File: src/rtl/uart_pkg.sv
// Shared definitions for the Dataflow serial link (receiver and transmitter).
package uart_pkg;

  // Receiver frame states, in the order a frame is received.
  typedef enum logic [2:0] {
    IDLE,
    START,
    DATA,
    PARITY,
    STOP
  } rx_state_t;

  // Encoding of the parity_type_even_odd input. The transmitter uses the same encoding.
  localparam logic PARITY_EVEN = 1'b0;
  localparam logic PARITY_ODD  = 1'b1;

endpackage : uart_pkg

File: src/rtl/uart_bit_timer.sv
// Bit-phase counter for the serial receiver.
// Produces the mid-bit sample strobe and the end-of-bit wrap strobe.
module uart_bit_timer #(
  parameter int CLKS_PER_BIT = 1
) (
  input  logic clk,
  input  logic rst_n,
  input  logic restart,
  input  logic run,
  output logic sample_stb,
  output logic wrap_stb
);

  localparam int PW = (CLKS_PER_BIT > 1) ? $clog2(CLKS_PER_BIT) : 1;
  localparam logic [PW-1:0] MID_PH   = PW'(CLKS_PER_BIT / 2);
  localparam logic [PW-1:0] LAST_PH  = PW'(CLKS_PER_BIT - 1);
  // The start-detect edge is already phase 0 of the start bit, so the edge after it is phase 1.
  localparam logic [PW-1:0] FIRST_PH = (CLKS_PER_BIT > 1) ? PW'(1) : PW'(0);

  logic [PW-1:0] phase_reg;

  // Phase advances once per clock while a frame is in progress and wraps at the end of each bit.
  always_ff @(posedge clk or negedge rst_n) begin
    if (!rst_n) begin
      phase_reg <= '0;
    end else if (restart) begin
      phase_reg <= FIRST_PH;
    end else if (run) begin
      phase_reg <= (phase_reg == LAST_PH) ? '0 : phase_reg + PW'(1);
    end
  end

  assign sample_stb = run && (phase_reg == MID_PH);
  assign wrap_stb   = run && (phase_reg == LAST_PH);

endmodule : uart_bit_timer

File: src/rtl/dataflow_rx.sv
// Serial receiver for the Dataflow_Tx line: start, n data bits LSB-first,
// optional parity, stop. Delivers the word with a one-cycle valid strobe.
module dataflow_rx
  import uart_pkg::*;
#(
  parameter int n            = 8,
  parameter int CLKS_PER_BIT = 1
) (
  input  logic         clk,
  input  logic         rst_n,
  input  logic         Rx,
  input  logic         parity_check,
  input  logic         parity_type_even_odd,
  output logic [n-1:0] D_out,
  output logic         valid,
  output logic         parity_error,
  output logic         frame_error,
  output logic         busy
);

  localparam int IDX_W = (n > 1) ? $clog2(n) : 1;
  localparam logic [IDX_W-1:0] IDX_LAST = IDX_W'(n - 1);
  // With one clock per bit the detect edge doubles as the start-bit confirmation.
  localparam bit ONE_CLK = (CLKS_PER_BIT == 1);

  rx_state_t      state_reg;
  logic [IDX_W-1:0] idx_reg;
  logic [n-1:0]   shift_reg;
  logic           par_en_reg;
  logic           par_odd_reg;
  logic           perr_reg;
  logic           armed_reg;
  logic [n-1:0]   d_out_reg;
  logic           valid_reg;
  logic           parity_error_reg;
  logic           frame_error_reg;
  logic           busy_reg;

  logic timer_restart;
  logic timer_run;
  logic sample_stb;
  logic wrap_stb;

  assign timer_restart = (state_reg == IDLE) && armed_reg && !Rx;
  assign timer_run     = (state_reg != IDLE);

  uart_bit_timer #(
    .CLKS_PER_BIT(CLKS_PER_BIT)
  ) u_bit_timer (
    .clk       (clk),
    .rst_n     (rst_n),
    .restart   (timer_restart),
    .run       (timer_run),
    .sample_stb(sample_stb),
    .wrap_stb  (wrap_stb)
  );

  // Frame FSM: detection, per-bit sampling, parity evaluation and output update at the stop sample.
  always_ff @(posedge clk or negedge rst_n) begin
    if (!rst_n) begin
      state_reg        <= IDLE;
      idx_reg          <= '0;
      shift_reg        <= '0;
      par_en_reg       <= 1'b0;
      par_odd_reg      <= 1'b0;
      perr_reg         <= 1'b0;
      armed_reg        <= 1'b1;
      d_out_reg        <= '0;
      valid_reg        <= 1'b0;
      parity_error_reg <= 1'b0;
      frame_error_reg  <= 1'b0;
      busy_reg         <= 1'b0;
    end else begin
      valid_reg <= 1'b0;
      case (state_reg)
        IDLE: begin
          if (!armed_reg) begin
            // After a framing error wait for the line to go high before looking for a start.
            if (Rx) armed_reg <= 1'b1;
          end else if (!Rx) begin
            busy_reg    <= 1'b1;
            par_en_reg  <= parity_check;
            par_odd_reg <= parity_type_even_odd;
            perr_reg    <= 1'b0;
            idx_reg     <= '0;
            state_reg   <= ONE_CLK ? DATA : START;
          end
        end
        START: begin
          if (sample_stb && Rx) begin
            // Line was high again at mid-bit: a glitch, not a start bit.
            state_reg <= IDLE;
            busy_reg  <= 1'b0;
          end else if (wrap_stb) begin
            state_reg <= DATA;
          end
        end
        DATA: begin
          if (sample_stb) shift_reg[idx_reg] <= Rx;
          if (wrap_stb) begin
            if (idx_reg == IDX_LAST) begin
              idx_reg   <= '0;
              state_reg <= par_en_reg ? PARITY : STOP;
            end else begin
              idx_reg <= idx_reg + IDX_W'(1);
            end
          end
        end
        PARITY: begin
          if (sample_stb) perr_reg <= (Rx != ((^shift_reg) ^ par_odd_reg));
          if (wrap_stb) state_reg <= STOP;
        end
        STOP: begin
          // Finish at the stop sample so a start bit right after it is not missed.
          if (sample_stb) begin
            d_out_reg        <= shift_reg;
            parity_error_reg <= par_en_reg & perr_reg;
            frame_error_reg  <= ~Rx;
            valid_reg        <= 1'b1;
            busy_reg         <= 1'b0;
            if (!Rx) armed_reg <= 1'b0;
            state_reg        <= IDLE;
          end
        end
        default: begin
          state_reg <= IDLE;
          busy_reg  <= 1'b0;
        end
      endcase
    end
  end

  assign D_out        = d_out_reg;
  assign valid        = valid_reg;
  assign parity_error = parity_error_reg;
  assign frame_error  = frame_error_reg;
  assign busy         = busy_reg;

endmodule : dataflow_rx
File: config.mk
export PLATFORM = sky130hd
export DESIGN_NAME = dataflow_rx
export DESIGN_NICKNAME = d
export VERILOG_FILES = /design/src/rtl/uart_pkg.sv /design/src/rtl/uart_bit_timer.sv /design/src/rtl/dataflow_rx.sv
export SDC_FILE = /design/constraint.sdc
export NUM_CORES = 1
export LEC_CHECK = 0
export ABC_CLOCK_PERIOD_IN_PS = 2300
export BUFFER_PORTS_ARGS = -buffer_cell sky130_fd_sc_hd__buf_4
export CAP_MARGIN = 10
export CORE_ASPECT_RATIO = 1.75
export CORE_UTILIZATION = 50
export DETAILED_ROUTE_END_ITERATION = 12
export PLACE_DENSITY = 0.75
export SETUP_SLACK_MARGIN = 0.05
export SKIP_CTS_REPAIR_TIMING = 1
export SLEW_MARGIN = 40
export SYNTH_ARGS = -nofsm -noshare
export SYNTH_HDL_FRONTEND = slang
export SYNTH_SLANG_ARGS = --single-unit
File: constraint.sdc
create_clock -name clk -period 2.3 [get_ports clk]
set_clock_uncertainty 0.15 [all_clocks]
set_input_delay 0.69 -clock clk [delete_from_list [all_inputs] [get_ports clk]]
set_output_delay 0.69 -clock clk [all_outputs]
set_load 0.1 [all_outputs]
; Word-level counts from Yosys, hierarchy flattened
; Index checks and enable logic that the tools add are counted.
[classes]
bitwise_logic = 5
div_mod_pow = 0
n_reduce_logical = 22
shifts = 0
mul = 0
n_addsub = 2
order_cmp = 2
eq_ne = 15
muxes = 36
[op_table]
columns = op, count
row1 = $mux 3, 13
row2 = $mux 1, 16
row3 = $ne 2x2->1 const B, 8
row4 = $pmux 3 s5, 1
row5 = $bwmux 8, 1
row6 = $reduce_and 4->1, 2
row7 = $reduce_bool 2->1, 4
row8 = $reduce_xor 8->1, 1
row9 = $reduce_and 7->1, 1
row10 = $eq 3x2->1 const B, 2
row11 = $eq 3x3->1 const B, 2
row12 = $pmux 3 s2, 1
row13 = $reduce_and 3->1, 2
row14 = $logic_and 1x1->1, 5
row15 = $reduce_and 5->1, 1
row16 = $lt 3x4->1 const B, 1
row17 = $pmux 1 s2, 2
row18 = $pmux 1 s4, 1
row19 = $reduce_and 2->1, 2
row20 = $add 3x1->3 const B, 1
row21 = $demux 1 s3, 1
row22 = $eq 3x1->1 const B, 1
row23 = $ge 3x1->1 const B, 1
row24 = $logic_not 3->1, 1
row25 = other kinds (9), 11
[totals]
register_bits = 31
in_bits = 5
ram_bits = 0
rom_bits = 0
latch_bits = 0
mem_count = 0

; Logic depth before layout (Yosys ltp)
[logic_depth]
word_depth = 5
depth_mapped = 7

; Cells and area by module
; A second synthesis with hierarchy kept.
[unflattened]
cells_unflattened = 141
hier_area_um2 = 1466.4
[modules_own_cells]
columns = mod, instances, area_per_inst_um2, cells_per_inst
row1 = dataflow_rx, 1, 1451.4, 139
row2 = uart_bit_timer, 1, 15.0, 2

; Least setup slack after synthesis
; No wires, ideal clock.
[synth_timing]
path_type = flip-flop to flip-flop
start = register state_reg[1]
end = register shift_reg[4]
path_stages_with_launch = 7
arrival_ns = 1.849
setup_slack_ns = 0.176
path_cell_list = dfrtp_1 -> or3b_4 -> inv_1 -> ha_1 -> nand2b_1 -> nor3b_1 -> mux2_2
[synth_between]
elab_chain_len = 3
word_cells_on_any_way = 4
classes_between = eq/ne: 1 / reduce/logical: 3
[synth_rtl]
columns = item, line
row1 = start: declaration, dataflow_rx.sv:26  ; rx_state_t state_reg;
row2 = start signal: assignment, dataflow_rx.sv:86  ; state_reg <= ONE_CLK ? DATA : START;
row3 = start signal: assignment, dataflow_rx.sv:103  ; state_reg <= par_en_reg ? PARITY : STOP;
row4 = $reduce_bool 3->1, dataflow_rx.sv:45  ; assign timer_run = (state_reg != IDLE);
row5 = $logic_and 1x1->1, uart_bit_timer.sv:33  ; assign sample_stb = run && (phase_reg == MID_PH);
row6 = $reduce_and 2->1 (no source line) *, --
row7 = end signal: indexed assignment, dataflow_rx.sv:99  ; if (sample_stb) shift_reg[idx_reg] <= Rx;
row8 = end: declaration, dataflow_rx.sv:28  ; logic [n-1:0] shift_reg;
; Every way passes the cells marked *; elsewhere a longest branch is shown, timed or not.
; A chain may end at the register's enable or synchronous reset.

; Final worst setup path
[layout_timing]
start = register state_reg[2]
end = register shift_reg[1]
; The elaborated chain is that of the path after synthesis.

==> results.tsv <==
stage	metric	value	unit
clock_tree	clk root buf	clkbuf_8	
yosys	Async SR Flop Fraction	100	%
drt	total vias in the final route	994	
die	die area	3130	um^2
die	width of the die	42.7	um
global_route	largest net degree at the start of global routing	31	
finish	NumNets Final	157	
die	Starting Density	53.3	%
global_route	grt ovf	0	
power	worst vdd rail ir drop	0.623	mV
yosys	EDFF count, synth	0	
yosys	post-synthesis sequential area ratio	51.9	%
finish	multi-input logic area	661	um^2
drt	DR DRC count	0	
finish	share of layout cells above drive strength 1	33.8	%
setup_path	CP Data Arrival Time	2.11	ns
sta	max_slew headroom	64.2	%
global_route	vias in the first global route	988	
die	Die Ht	73.2	um
yosys	Yosys reg bits	30	
finish	Syn-to-layout area delta	17.7	%
finish	# fillers	213	
sta	RSZ-0062 raised after global routing	false	
global_route	initial antenna violation count	0	
drt	drt total wl	2570	um
clock_tree	H-Tree Depth	2	
sta	Setup Viol. Count Final	0	
die	Ports	17	
setup_path	Crit path required time	2.32	ns
yosys	mapped cell area	1450	um^2
drt	DR pass1 iterations	4	
sta	Tmin final	2.09	ns
finish	storage element area	752	um^2
drt	DR vias/cell	5.68	
clock_tree	clock buffer depth	2	
global_route	GRT Total Usage	19.5	%
sta	final setup TNS	0	ns
sta	PnR worst setup slack	0.210	ns
sta	max-slew violation count	0	
die	# rows	25	
sta	Final Hold Viols	0	
drt	DRT iter0 DRCs	37	
clock_tree	clock-pin slew on the worst setup and hold paths	0.06	ns
worst_hold_path	Worst Hold Class	input pin to async pin	
placement	PortBufs	16	
yosys	synthesized net count	134	
drt	WL per Instance	14.7	um
global_route	first-pass GRT wire length	4320	um
placement	Place WS	0.231	ns
yosys	Mapped Avg Cell Area	11.7	um^2
sta	final worst-path cycle share	90.9	%
yosys	top-count cell post-synth	dfrtp_1	
clock_tree	CTS tree	yes	
yosys	Synth top area share	50.0	%
sta	worst-margin pin slew	0.536	ns
yosys	Synth Instances	124	
clock_tree	Skew-Pair Late Insertion Delay	0.28	ns
yosys	Yosys warnings	0	
clock_tree	Num CTS Buffers	5	
sta	fmax	479	MHz
drt	Routed Antenna Nets	0	
flow_run	max-cap violation count	0	
yosys	post-synth top area cell	dfrtp_1	
setup_path	CP Capture Type	flip-flop	
yosys	synth unique cells	32	
power	PD cells	1040	nW/um^2
placement	dpl hpwl	1830	um
run_status	status	complete, no violations	
yosys	synth cell count leaders	dfrtp_1 (29), mux2_2 (18), nand2_1 (13)	
die	Core Area	2720	um^2
setup_path	critical path type	flip-flop to flip-flop	
placement	GP Congestion	0.849	
power	Leakage	0.781	nW
setup_path	CP max FO	4	
clock_tree	clock sinks	30	
finish	Antenna Cells	0	
setup_path	crit start category	flip-flop	
yosys	Synth area leaders	dfrtp_1 (50%), mux2_2 (14%), ha_1 (4.3%)	
yosys	dominant synthesized flop cell	dfrtp_1	
-- report_power, final --
group	switching (W)	leakage, nW	internal, W	total, W
Sequential	0.0000985	0.364	0.000617	0.000716
Combinational	0.000330	0.369	0.000310	0.000640
Clock	0.000185	0.0482	0.000241	0.000426
Total	0.000614	0.781	0.00117	0.00178
-- final timing paths --
kind | startpoint | cells after the start | slack, ns | end
setup / recovery | state_reg[2]$_DFFE_PN0P_ | 6 | 0.21 | shift_reg[1]$_DFFE_PN0P_
hold / removal | rst_n | 1 | 0.17 | valid$_DFF_PN0_
setup reg to reg | state_reg[2]$_DFFE_PN0P_ | 6 | 0.21 | shift_reg[1]$_DFFE_PN0P_
hold reg to reg | parity_error$_DFFE_PN0P_ | 2 | 0.33 | parity_error$_DFFE_PN0P_
max in group asynchronous | rst_n | 1 | 1.51 | armed_reg$_DFFE_PN1P_
min in group clk | parity_error$_DFFE_PN0P_ | 2 | 0.33 | parity_error$_DFFE_PN0P_
-- per-layer routing --
metal / part of all wire [%] / GRT usage [%] / wire, um
met1: 40 / 18.8 / 1040
met2: 53 / 33.5 / 1350
met3: 4.1 / 6.44 / 105
met4: 2.8 / 14.2 / 71
met5: 0 / 0 / 0
-- critical path: stages (launching register included) --
cell	delay, ns
dfrtp_1	0.38
or3b_4	0.42
inv_1	0.14
ha_1	0.19
nand2b_1	0.10
nor3b_1	0.24
mux2_2	0.36
-- placed cells by master (no fill, tap or decap), drive strengths merged, types with 2 or more instances in the layout --
cell type / instances
dfrtp: 29
buf: 20
mux2: 18
nand2: 13
o21ai: 11
xnor2: 7
clkbuf: 7
nor2: 6
inv: 5
ha: 5
nor3: 3
nor2b: 2
nand4b: 2
a21oi: 2
nor3b: 2
nand3: 2
-- logic make-up (layout without fill, tap and decap cells) --
group	count (synthesis)	after routing	synth area share [%]
mux	18	18	14.0
buf+inv	9	33	2.59
flops	30	30	51.9
simple gates	35	35	13.5
fa+ha+maj	5	5	4.31
compound gates	19	19	7.94
xor+xnor	8	8	5.78
-- final cells by class --
cell class                 count  area share [%]
sequential                    30            44.1
multi-input combinational     85            38.7
clock buffer                   7            5.06
clock inverter                 1           0.293
inverter                       5            1.10
tap                           27            1.98
timing repair buffer          20            8.80
-- per-stage QoR --
step	hold slack (ns)	power, W	utilization [%]	std cells	cell area (um^2)
floorplan	0.244	0.00122	-	124	1450
global placement	0.314	0.00134	59.4	167	1620
detailed placement	0.321	0.00136	59.4	167	1620
CTS	0.181	0.00180	62.7	175	1710
global route	0.196	0.00189	62.7	175	1710
finish	0.171	0.00178	62.7	175	1710
No activity file was read; power rests on OpenSTA's default activity.
